### src/rtl/spi_pkg.sv
// Shared types and constants for the SPI master sequencer.
package spi_pkg;

    localparam int SPI_BITS        = 8;
    localparam int SPI_CLK_DIV_DEF = 2;
    localparam int SPI_DIV_W       = 8;

    typedef enum logic [2:0] {
        IDLE,
        LOAD,
        LEAD,
        XFER_HI,
        XFER_LO,
        TRAIL,
        DONE
    } spi_state_t;

endpackage

### src/rtl/spi_master_ctrl_if.sv
// System-side byte interface of the SPI master: transmit handshake, received byte, status.
interface spi_master_ctrl_if
    import spi_pkg::*;
();

    logic [SPI_BITS-1:0] tx_data;
    logic                tx_valid;
    logic                tx_ready;
    logic [SPI_BITS-1:0] rx_data;
    logic                rx_valid;
    logic                busy;

    modport master (output tx_data, tx_valid, input tx_ready, rx_data, rx_valid, busy);
    modport slave  (input tx_data, tx_valid, output tx_ready, rx_data, rx_valid, busy);

endinterface

### src/rtl/spi_sclk_div.sv
// Phase timer: emits a one-cycle phase_end tick after every CLK_DIV enabled cycles.
module spi_sclk_div
    import spi_pkg::*;
#(
    parameter int CLK_DIV = SPI_CLK_DIV_DEF
) (
    input  logic clk,
    input  logic rst,
    input  logic enable,
    input  logic clear,
    output logic phase_end
);

    localparam logic [SPI_DIV_W-1:0] LAST = SPI_DIV_W'(CLK_DIV - 1);

    logic [SPI_DIV_W-1:0] cnt;

    assign phase_end = enable && (cnt == LAST);

    // NOTE: sequential state is updated with <= so every flop samples pre-edge values.
    always_ff @(posedge clk or negedge rst) begin
        if (!rst) begin
            cnt <= '0;
        end else if (clear || !enable || phase_end) begin
            cnt <= '0;
        end else begin
            cnt <= cnt + 1'b1;
        end
    end

endmodule

### src/rtl/spi_master_ctrl.sv
// SPI mode-0 master sequencer driving an external 8-bit LSB-first shift register.
// Define SPI_CTRL_BURST_EN to keep cs_n low across back-to-back bytes.
module spi_master_ctrl
    import spi_pkg::*;
#(
    parameter int CLK_DIV = SPI_CLK_DIV_DEF
) (
    input  logic                clk,
    input  logic                rst,
    spi_master_ctrl_if.slave    bus,
    output logic [SPI_BITS-1:0] sr_parallel,
    output logic                sr_load,
    output logic                sr_shift,
    input  logic                sr_serial,
    output logic                sclk,
    output logic                cs_n,
    output logic                mosi,
    input  logic                miso
);

    localparam int CNT_W = $clog2(SPI_BITS);
    localparam logic [CNT_W-1:0] LAST_BIT = CNT_W'(SPI_BITS - 1);

    spi_state_t          state, next;
    logic [SPI_BITS-1:0] tx_byte;
    logic [SPI_BITS-1:0] rx_shift;
    logic [SPI_BITS-1:0] rx_byte;
    logic [CNT_W-1:0]    bit_cnt;
    logic                phase_end;
    logic                div_en;
    logic                tx_ready;
    logic                rx_valid;
    logic                accept;

    assign div_en = (state == LEAD) || (state == XFER_HI) ||
                    (state == XFER_LO) || (state == TRAIL);

    spi_sclk_div #(.CLK_DIV(CLK_DIV)) u_div (
        .clk       (clk),
        .rst       (rst),
        .enable    (div_en),
        .clear     (state == LOAD),
        .phase_end (phase_end)
    );

`ifdef SPI_CTRL_BURST_EN
    assign tx_ready = (state == IDLE) || (state == DONE);
`else
    assign tx_ready = (state == IDLE);
`endif
    assign accept = bus.tx_valid && tx_ready;

    always_ff @(posedge clk or negedge rst) begin
        if (!rst) begin
            state <= IDLE;
        end else begin
            state <= next;
        end
    end

    // NOTE: every always_comb output gets a default first so no path infers a latch.
    always_comb begin
        next     = state;
        cs_n     = 1'b1;
        sclk     = 1'b0;
        sr_load  = 1'b0;
        sr_shift = 1'b0;
        rx_valid = 1'b0;
        case (state)
            IDLE: if (accept) next = LOAD;
            LOAD: begin
                cs_n    = 1'b0;
                sr_load = 1'b1;
                next    = LEAD;
            end
            LEAD: begin
                cs_n = 1'b0;
                if (phase_end) next = XFER_HI;
            end
            XFER_HI: begin
                cs_n = 1'b0;
                sclk = 1'b1;
                if (phase_end) begin
                    sr_shift = 1'b1;
                    next     = XFER_LO;
                end
            end
            XFER_LO: begin
                cs_n = 1'b0;
                if (phase_end) next = (bit_cnt == LAST_BIT) ? TRAIL : XFER_HI;
            end
            TRAIL: begin
                cs_n = 1'b0;
                if (phase_end) next = DONE;
            end
            DONE: begin
                rx_valid = 1'b1;
`ifdef SPI_CTRL_BURST_EN
                cs_n = 1'b0;
                next = accept ? LOAD : IDLE;
`else
                next = IDLE;
`endif
            end
            default: next = IDLE;
        endcase
    end

    // NOTE: datapath registers are reset too, so an aborted byte leaves nothing visible.
    always_ff @(posedge clk or negedge rst) begin
        if (!rst) begin
            tx_byte  <= '0;
            rx_shift <= '0;
            rx_byte  <= '0;
            bit_cnt  <= '0;
        end else begin
            if (accept) tx_byte <= bus.tx_data;
            if (state == LOAD) begin
                bit_cnt <= '0;
            end else if (state == XFER_LO && phase_end) begin
                bit_cnt <= bit_cnt + 1'b1;
            end
            // MISO is captured on the same edge that drops SCLK and shifts MOSI.
            if (state == XFER_HI && phase_end) rx_shift[bit_cnt] <= miso;
            if (state == TRAIL && phase_end) rx_byte <= rx_shift;
        end
    end

    assign sr_parallel  = tx_byte;
    assign mosi         = !cs_n && sr_serial;
    assign bus.tx_ready = tx_ready;
    assign bus.rx_valid = rx_valid;
    assign bus.rx_data  = rx_byte;
    assign bus.busy     = (state != IDLE);

endmodule

### src/flat_wrapper.sv
// flat-port wrapper written by rule: the top's interface ports become plain ports
module spi_master_ctrl_flat import spi_pkg::*;
#(
    parameter int CLK_DIV = SPI_CLK_DIV_DEF
)
  (clk, rst, sr_parallel, sr_load, sr_shift, sr_serial, sclk, cs_n, mosi, miso, bus_tx_data, bus_tx_valid, bus_tx_ready, bus_rx_data, bus_rx_valid, bus_busy);
  spi_master_ctrl_if bus_i ();
  input  logic clk;
  input  logic rst;
  output logic [SPI_BITS-1:0] sr_parallel;
  output logic sr_load;
  output logic sr_shift;
  input  logic sr_serial;
  output logic sclk;
  output logic cs_n;
  output logic mosi;
  input  logic miso;
  input wire logic [$bits(bus_i.tx_data)-1:0] bus_tx_data;
  input wire logic [$bits(bus_i.tx_valid)-1:0] bus_tx_valid;
  output wire logic [$bits(bus_i.tx_ready)-1:0] bus_tx_ready;
  output wire logic [$bits(bus_i.rx_data)-1:0] bus_rx_data;
  output wire logic [$bits(bus_i.rx_valid)-1:0] bus_rx_valid;
  output wire logic [$bits(bus_i.busy)-1:0] bus_busy;
  assign bus_i.tx_data = bus_tx_data;
  assign bus_i.tx_valid = bus_tx_valid;
  assign bus_tx_ready = bus_i.tx_ready;
  assign bus_rx_data = bus_i.rx_data;
  assign bus_rx_valid = bus_i.rx_valid;
  assign bus_busy = bus_i.busy;
  spi_master_ctrl #(.CLK_DIV(CLK_DIV)) u_core (.clk(clk), .rst(rst), .bus(bus_i), .sr_parallel(sr_parallel), .sr_load(sr_load), .sr_shift(sr_shift), .sr_serial(sr_serial), .sclk(sclk), .cs_n(cs_n), .mosi(mosi), .miso(miso));
endmodule
### config.mk
export PLATFORM = sky130hd
export DESIGN_NAME = spi_master_ctrl_flat
export DESIGN_NICKNAME = d
export VERILOG_FILES = /design/src/rtl/spi_pkg.sv /design/src/rtl/spi_master_ctrl_if.sv /design/src/rtl/spi_sclk_div.sv /design/src/rtl/spi_master_ctrl.sv /design/src/flat_wrapper.sv
export SDC_FILE = /design/constraint.sdc
export NUM_CORES = 1
export LEC_CHECK = 0
export ABC_AREA = 1
export CAP_MARGIN = 20
export CORE_AREA = 4 4 87 89
export CTS_BUF_LIST = sky130_fd_sc_hd__clkbuf_8 sky130_fd_sc_hd__clkbuf_16
export DETAILED_ROUTE_END_ITERATION = 7
export DIE_AREA = 0 0 91 93
export GPL_TIMING_DRIVEN = 0
export HOLD_SLACK_MARGIN = 0.08
export PLACE_DENSITY_LB_ADDON = 0.05
export SYNTH_ARGS = -nofsm -noshare
export SYNTH_HDL_FRONTEND = slang
export SYNTH_SLANG_ARGS = --single-unit
### constraint.sdc
create_clock -name clk -period 1.8 [get_ports clk]
set_input_delay 0.54 -clock clk [delete_from_list [all_inputs] [get_ports clk]]
set_output_delay 0.54 -clock clk [all_outputs]
set_load 0.1 [all_outputs]
Word level (Yosys, flattened, before mapping)
Index checks and enable logic that the tools add are counted.
{"block": "totals", "inputBits": 13, "ff_bits": 38, "elab_cells": 60, "out_inout_bits": 24}
{"block": "classes", "eq_ne": 13, "order_cmp": 2, "reduce_logical": 18, "muxes": 19, "n_addsub": 2}
{"cell": "$mux 3", "n": 8}
{"cell": "$pmux 3 s6", "n": 1}
{"cell": "$eq 3x3->1 const B", "n": 4}
{"cell": "$add 8x1->8 const B", "n": 1}
{"cell": "$bwmux 8", "n": 1}
{"cell": "$eq 8x1->1 const B", "n": 1}
{"cell": "$mux 8", "n": 1}
{"cell": "$ne 2x1->1 const B", "n": 4}
{"cell": "$logic_and 1x1->1", "n": 7}
{"cell": "$mux 1", "n": 7}
{"cell": "$eq 3x2->1 const B", "n": 2}
{"cell": "$logic_or 1x1->1", "n": 5}
{"cell": "$reduce_and 5->1", "n": 1}
{"cell": "$reduce_or 5->1", "n": 1}
{"cell": "$lt 3x4->1 const B", "n": 1}
{"cell": "$add 3x1->3 const B", "n": 1}
{"cell": "$demux 1 s3", "n": 1}
{"cell": "$eq 3x1->1 const B", "n": 1}
{"cell": "$ge 3x1->1 const B", "n": 1}
{"cell": "$logic_not 3->1", "n": 1}
{"cell": "$reduce_bool 3->1", "n": 1}
{"cell": "$ne 2x2->1 const B", "n": 1}
{"cell": "$reduce_bool 2->1", "n": 1}
{"cell": "$logic_not 1->1", "n": 1}

Logic depth before layout (Yosys ltp)
Gate-level depths: netlist of the first run.
{"block": "depth", "depth_word": 8, "ltp_mapped": 10, "depth_no_buf": 10}

Modules after synthesis
Synthesis of the first run repeated with hierarchy kept, for this count alone.
{"block": "unflattened", "hier_cells": 241, "hier_area_um2": 1930.6}
{"mod": "spi_master_ctrl", "cells_each": 182, "instances": 1, "area_per_inst_um2": 1477.7, "seq_area_each_um2": 750.7}
{"mod": "spi_sclk_div", "cells_each": 59, "instances": 1, "area_per_inst_um2": 452.9, "seq_area_each_um2": 200.2}

Worst setup path after synthesis of the first run
OpenSTA, ideal clock, no wires.
{"block": "synth_path", "path_type": "register to output", "start": "reg u_core.state[0]", "end": "out mosi", "path_slack_ps": -2720, "path_buffers": 1, "t_required_ps": 1260, "t_arrival_ps": 3980, "path_stages_with_launch": 8, "path_cell_list": "dfrtp_1 -> nor2_1 -> inv_1 -> nor2_1 -> buf_2 -> inv_1 -> nand2_1 -> nor2_1"}
{"block": "synth_between", "elab_chain_len": 3, "elab_cells_between_ends": 7, "cone_classes": "eq/ne: 5; reduce/logical: 2"}
{"element": "start: declaration", "line_no": "spi_master_ctrl.sv:24", "source": "spi_state_t state, next;"}
{"element": "start signal: assignment", "line_no": "spi_master_ctrl.sv:57", "source": "state <= next;"}
{"element": "$eq 3x1->1 (tied with other cells)", "line_no": "spi_master_ctrl.sv:69", "source": "case (state)"}
{"element": "$reduce_or 5->1 (no line) *"}
{"element": "$logic_and 1x1->1 *", "line_no": "spi_master_ctrl.sv:130", "source": "assign mosi = !cs_n && sr_serial;"}
{"element": "end: declaration", "line_no": "flat_wrapper.sv:16", "source": "output logic mosi;"}
Every way passes the cells marked *; elsewhere a longest branch is shown, timed or not.

Worst setup path after layout of the first run
{"block": "layout_path", "start": "reg u_core.u_div.cnt[1]", "end": "out sr_shift"}
{"block": "layout_between", "elab_chain_len": 4}
{"element": "start: declaration", "line_no": "spi_sclk_div.sv:16", "source": "logic [SPI_DIV_W-1:0] cnt;"}
{"element": "start signal: assignment", "line_no": "spi_sclk_div.sv:27", "source": "cnt <= cnt + 1'b1;"}
{"element": "$eq 8x1->1", "line_no": "spi_sclk_div.sv:18", "source": "assign phase_end = enable && (cnt == LAST);"}
{"element": "$logic_and 1x1->1", "line_no": "spi_sclk_div.sv:18"}
{"element": "$mux 1", "line_no": "spi_master_ctrl.sv:83", "source": "if (phase_end) begin"}
{"element": "$mux 1", "line_no": "spi_master_ctrl.sv:69"}
{"element": "end: declaration", "line_no": "flat_wrapper.sv:12", "source": "output logic sr_shift;"}
Every way passes these cells.

==> results of run 1 <==
final timing paths:
| path | start | to | depth (start not counted) |
|---|---|---|---|
| max reg2reg | u_core.state[1]$_DFFE_PN0P_ | u_core.state[0]$_DFFE_PN0P_ | 9 |
| max | u_core.u_div.cnt[1]$_DFF_PN0_ | sr_shift | 5 |
| min | rst | u_core.u_div.cnt[0]$_DFF_PN0_ | 1 |
| min in group clk | u_core.sr_parallel[5]$_DFFE_PN0P_ | u_core.sr_parallel[5]$_DFFE_PN0P_ | 2 |
| max in group asynchronous | rst | u_core.u_div.cnt[3]$_DFF_PN0_ | 2 |
| min reg2reg | u_core.sr_parallel[5]$_DFFE_PN0P_ | u_core.sr_parallel[5]$_DFFE_PN0P_ | 2 |
synth_stat cells, drive strengths merged:
master  instances  area [um^2]
xor2            1         8.76
nor3            4         31.3
nor2           37          156
nand3          16         92.6
nand2          86          333
ha              4         50.1
a21oi           3         15.0
nand4          10         62.6
o21ai          13         65.1
buf             5         33.8
inv            48          180
clkbuf          1         3.75
nor4            1         6.26
nor3b           1         7.51
dfrtp          38          951
area by class of cell:
class / count / area [um^2]
plain buffers: 5 / 36.3
clock buffers: 5 / 68.8
clock inverters: 3 / 17.5
fillers: 681 / 3770
inverters: 48 / 193
multi-input cells: 176 / 943
flip-flops and latches: 38 / 955
well taps: 80 / 100
repair buffers: 63 / 674
registers in the layout, summed over array words and instances, names as in the netlist:
signal	flops
u_core.bus.rx_data	8
u_core.u_div.cnt	8
u_core.bit_cnt	3
u_core.state	3
u_core.sr_parallel	8
u_core.rx_shift	8
layer usage:
| metal | up-vias | wire length [um] | part of all wire |
|---|---|---|---|
| li1 | 960 | - | - |
| met1 | 821 | 2400 | 0.49 |
| met2 | 42 | 2150 | 0.44 |
| met3 | 5 | 283 | 0.058 |
| met4 | 0 | 61 | 0.012 |
| met5 | - | 0 | 0 |
metrics by stage:
| stage | utilization | area (um^2) | cells | TNS (ns) |
|---|---|---|---|---|
| 6_report | 0.442 | 2990 | 418 | -1.46 |
| 5_1_grt | 0.442 | 2990 | 418 | -1.95 |
| 4_1_cts | 0.421 | 2840 | 409 | -2.02 |
| 3_5_place_dp | 0.373 | 2520 | 383 | -10.38 |
| 3_3_place_gp | 0.371 | 2510 | 382 | -45.19 |
| 2_1_floorplan | - | 2070 | 268 | -4.08 |
logic make-up (layout without fill, tap and decap cells):
logic type,after synthesis,in the layout,share of synthesized area
compound gates,16,16,0.0401
xor+xnor,1,1,0.00439
fa+ha+maj,4,4,0.0251
buf+inv,54,124,0.109
flops,38,38,0.476
simple gates,155,155,0.345
timing repair:
action	4_1_cts	5_1_grt
gates resized for setup	124	29
hold buffers	0	0
pin swaps	8	10
setup buffers	18	12
setup endpoints to repair	24	14
==> flow_summary.yaml, run 1 <==
place:
  routabilityCongestion: 0.759
  numPortBuffers: 34
  hpwl_um: 3280
  place_ws_ns: -1.05
global_routing:
  antenna_found_initial: 0
  grt_pass1_wl_um: 8330
  grt_max_degree: 25
  track_usage: 0.121
  met2_usage: 0.191
  met3_usage: 0.0362
  grt-busiest-layer: "met2"
  grt_util_met1: 0.161
  grt_pass1_vias: 1744
  globalRoute.totalOverflow: 0
clocking:
  htreeDepth: 2
  path_clk_slew_ns: 0.08
  clock_latency_ns: 0.30
  cts_tree: "done"
  clock_path_buffers: 2
  cts_inserted_buffers: 5
  root_buffer: "clkbuf_8"
  clock_sinks: 38
floorplan:
  num_rows: 30
  chipHeight_um: 93
  io_pins: 37
  start_util: 0.296
  die_w_um: 91
  core_area_um2: 6760
  die_area_um2: 8460
status:
  violations: "negative setup slack"
  status: "complete, but fails checks"
cells_and_area:
  nNetsFinal: 354
  layout-drive-gt1-share: 0.284
  mostFrequentLayoutCells: "nand2_1 (80), inv_1 (42), dfrtp_1 (35), nor2_1 (26), buf_4 (21)"
  final_common_cell: "nand2_1"
  area_growth_pct: 49.6
  antenna_cells: 0
timing:
  skew_ns: 0.0211
  slew_violations: 0
  rsz0062_at_grt: "true"
  setup_viol: 8
  clock.fmax_mhz: 483
  slew_headroom: 0.632
  hold_ws_ns: 0.150
  period_needed_ns: 2.07
  finalHoldViolCount: 0
  postLayoutSetupSlackWorst_ns: -0.272
  fin_crit_sh: 1.15
  tightest_slew_ns: 0.555
worst_setup_path:
  cp.arrival_ns: 1.53
  cp-end-kind: "primary output"
  critPathKind: "register to primary output"
  cp_slowest_cell: "dfrtp_1"
  critPathBufInv: 2
  path_max_fanout: 2
  start_kind: "register"
  path_cells: "inv_2, ha_4, nand4_1, nor4_4, buf_6"
  r2r_setup_slack_ns: 0.12
  critPathRequiredTime_ns: 1.26
  worst_path_dominant_cell_family: "flip-flops"
  slowest_delay_ns: 0.39
synth:
  netlist_instances: 268
  syn_nets: 285
  synth_cell_types: 25
  ys_warn_count: 0
  synth_seq_cells: 38
  yosysSeqAreaShare: 0.476
  avgSynthCellArea_um2: 7.45
  netlist_area_um2: 2000
route:
  wl_per_cell_um: 11.7
  routed_wl_um: 4890
  drc: 0
  drtIter0Drc: 72
  via_per_inst: 4.37
  first_pass_iters: 4
  via_count: 1828
  antenna_left: 0
job:
  maxCapViolCount: 0
min_path:
  hold_class: "input pin to async pin"
Power of run 1 is not shown: default switching activity piles up to over one toggle a cycle in this logic, so the estimate is an artifact.
==> run 2: changes to the inputs <==
clock period = 2.4 ns   (was 1.8 ns; I/O delays follow)
==> flow_summary.yaml, run 2 (synthesis results as in run 1) <==
worst_setup_path:
  r2r_cells: 10
  critPathBufInv: 4
  critPathKind: "register to primary output"
  cp-end-kind: "primary output"
  slowest_delay_ns: 0.44
  cp.arrival_ns: 1.60
  path_cells: "nor2_4, inv_2, nor2_4, buf_12, clkinvlp_4, nand2_8, nor2_4, buf_8"
  timing.rr.end: "u_core.bus.rx_data[6]$_DFFE_PN0P_"
  cp_slowest_cell: "dfrtp_2"
  critPathRequiredTime_ns: 1.68
  start_kind: "register"
  r2r_setup_slack_ns: 0.67
  worst_path_dominant_cell_family: "buffers and inverters"
  path_max_fanout: 6
  path_common_cell: "nor2_4"
  r2r_start: "u_core.u_div.cnt[1]$_DFF_PN0_"
floorplan:
  chipHeight_um: 93
  core_area_um2: 6760
  start_util: 0.296
  die_area_um2: 8460
  io_pins: 37
  die_w_um: 91
  num_rows: 30
place:
  hpwl_um: 3260
  numPortBuffers: 34
  place_inst: 383
  routabilityCongestion: 0.761
status:
  status: "complete, no violations"
route:
  first_pass_iters: 6
  via_count: 1751
  drtIter0Drc: 88
  antenna_left: 0
  via_per_inst: 4.40
  drc: 0
  routed_wl_um: 4600
  wl_per_cell_um: 11.6
global_routing:
  grt_pass1_vias: 1679
  grt_max_degree: 25
  track_usage: 0.119
  antenna_found_initial: 0
  globalRoute.totalOverflow: 0
  grt_pass1_wl_um: 8180
cells_and_area:
  nFillCells: 743
  area_growth_pct: 32.7
  final_cell_count_no_fill: 398
  multi_input_area_um2: 882
  mostFrequentLayoutCells: "nand2_1 (83), inv_1 (44), dfrtp_1 (36), nor2_1 (31), dlygate4sd2_1 (16)"
  final_common_cell: "nand2_1"
  layout-drive-gt1-share: 0.151
  antenna_cells: 0
  register_area_um2: 953
  nNetsFinal: 334
clocking:
  ctsHoldBuffers: 0
  htreeDepth: 2
  clock_sinks: 38
  path_clk_slew_ns: 0.08
  cts_inserted_buffers: 5
  clock_path_buffers: 2
  clock_latency_ns: 0.29
  root_buffer: "clkbuf_8"
  cts_tree: "done"
timing:
  slew_headroom: 0.356
  setup_viol: 0
  finalHoldViolCount: 0
  clock.fmax_mhz: 432
  hold_ws_ns: 0.345
  fin_crit_sh: 0.965
  tightest_slew_ns: 0.970
  period_needed_ns: 2.32
  skew_ns: 0.00722
  slew_violations: 0
min_path:
  hold_class: "input pin to async pin"
job:
  maxCapViolCount: 0
-- run 2: worst max-delay path by stage --
stage	startpoint	end	slack [ns]	cells after the start
5_1_grt	u_core.state[0]$_DFFE_PN0P_	mosi	-0.006	8
2_1_floorplan	u_core.state[0]$_DFFE_PN0P_	mosi	-0.34	7
3_3_place_gp	sr_serial	mosi	-0.75	4
3_5_place_dp	sr_serial	mosi	-0.76	4
6_report	u_core.state[0]$_DFFE_PN0P_	mosi	0.08	8
4_1_cts	u_core.state[1]$_DFFE_PN0P_	mosi	0.0006	8
-- run 2: area by class of cell --
| cell class | count | share of cell area |
|---|---|---|
| buffer | 6 | 0.0198 |
| clock buffer | 6 | 0.0312 |
| clock inverter | 2 | 0.00331 |
| inverter | 48 | 0.0694 |
| multi-input combinational | 176 | 0.333 |
| sequential | 38 | 0.360 |
| tap | 80 | 0.0378 |
| timing repair buffer | 42 | 0.146 |
-- run 2: worst register-to-register path: stages, from the launching register on --
cell and delay (ns):
dfrtp_1 0.40, inv_1 0.06, ha_1 0.19, nand2_1 0.07, nor2_1 0.10, nand2_1 0.17
nor2_4 0.21, buf_2 0.23, nand2_1 0.06, o21ai_0 0.07, inv_1 0.05
-- run 2: timing repair --
action / in CTS / in global routing
pin swaps: 3 / 1
setup buffers: 6 / 1
gates resized for setup: 66 / 8
setup endpoints to repair: 24 / 6
-- run 2: through the flow --
step / utilization / setup TNS [ns] / setup WS, ns / instance area [um^2]
floorplan: - / -0.791 / -0.336 / 2060
global placement: 0.370 / -23.28 / -0.746 / 2500
detailed placement: 0.373 / -3.85 / -0.756 / 2520
CTS: 0.388 / 0 / 0.000603 / 2620
global route: 0.392 / -0.00605 / -0.00605 / 2650
finish: 0.392 / 0 / 0.0846 / 2650
-- run 2: routing by layer --
| layer | wire [um] | share of wire | up-vias | GRT usage |
|---|---|---|---|---|
| met1 | 2290 | 0.50 | 778 | 0.167 |
| met5 | 0 | 0 | - | 0 |
| li1 | - | - | 917 | - |
| met4 | 59 | 0.013 | 0 | 0.0377 |
| met2 | 1930 | 0.42 | 50 | 0.178 |
| met3 | 322 | 0.070 | 6 | 0.0322 |
Power of run 2 is left out for the same reason.
==> run 3: changes to the inputs <==
HOLD_SLACK_MARGIN = default   (was 0.08)
==> results of run 3 <==
The final DEF is identical to that of run 2; final timing and power are the same.
Power of run 3 is left out for the same reason.
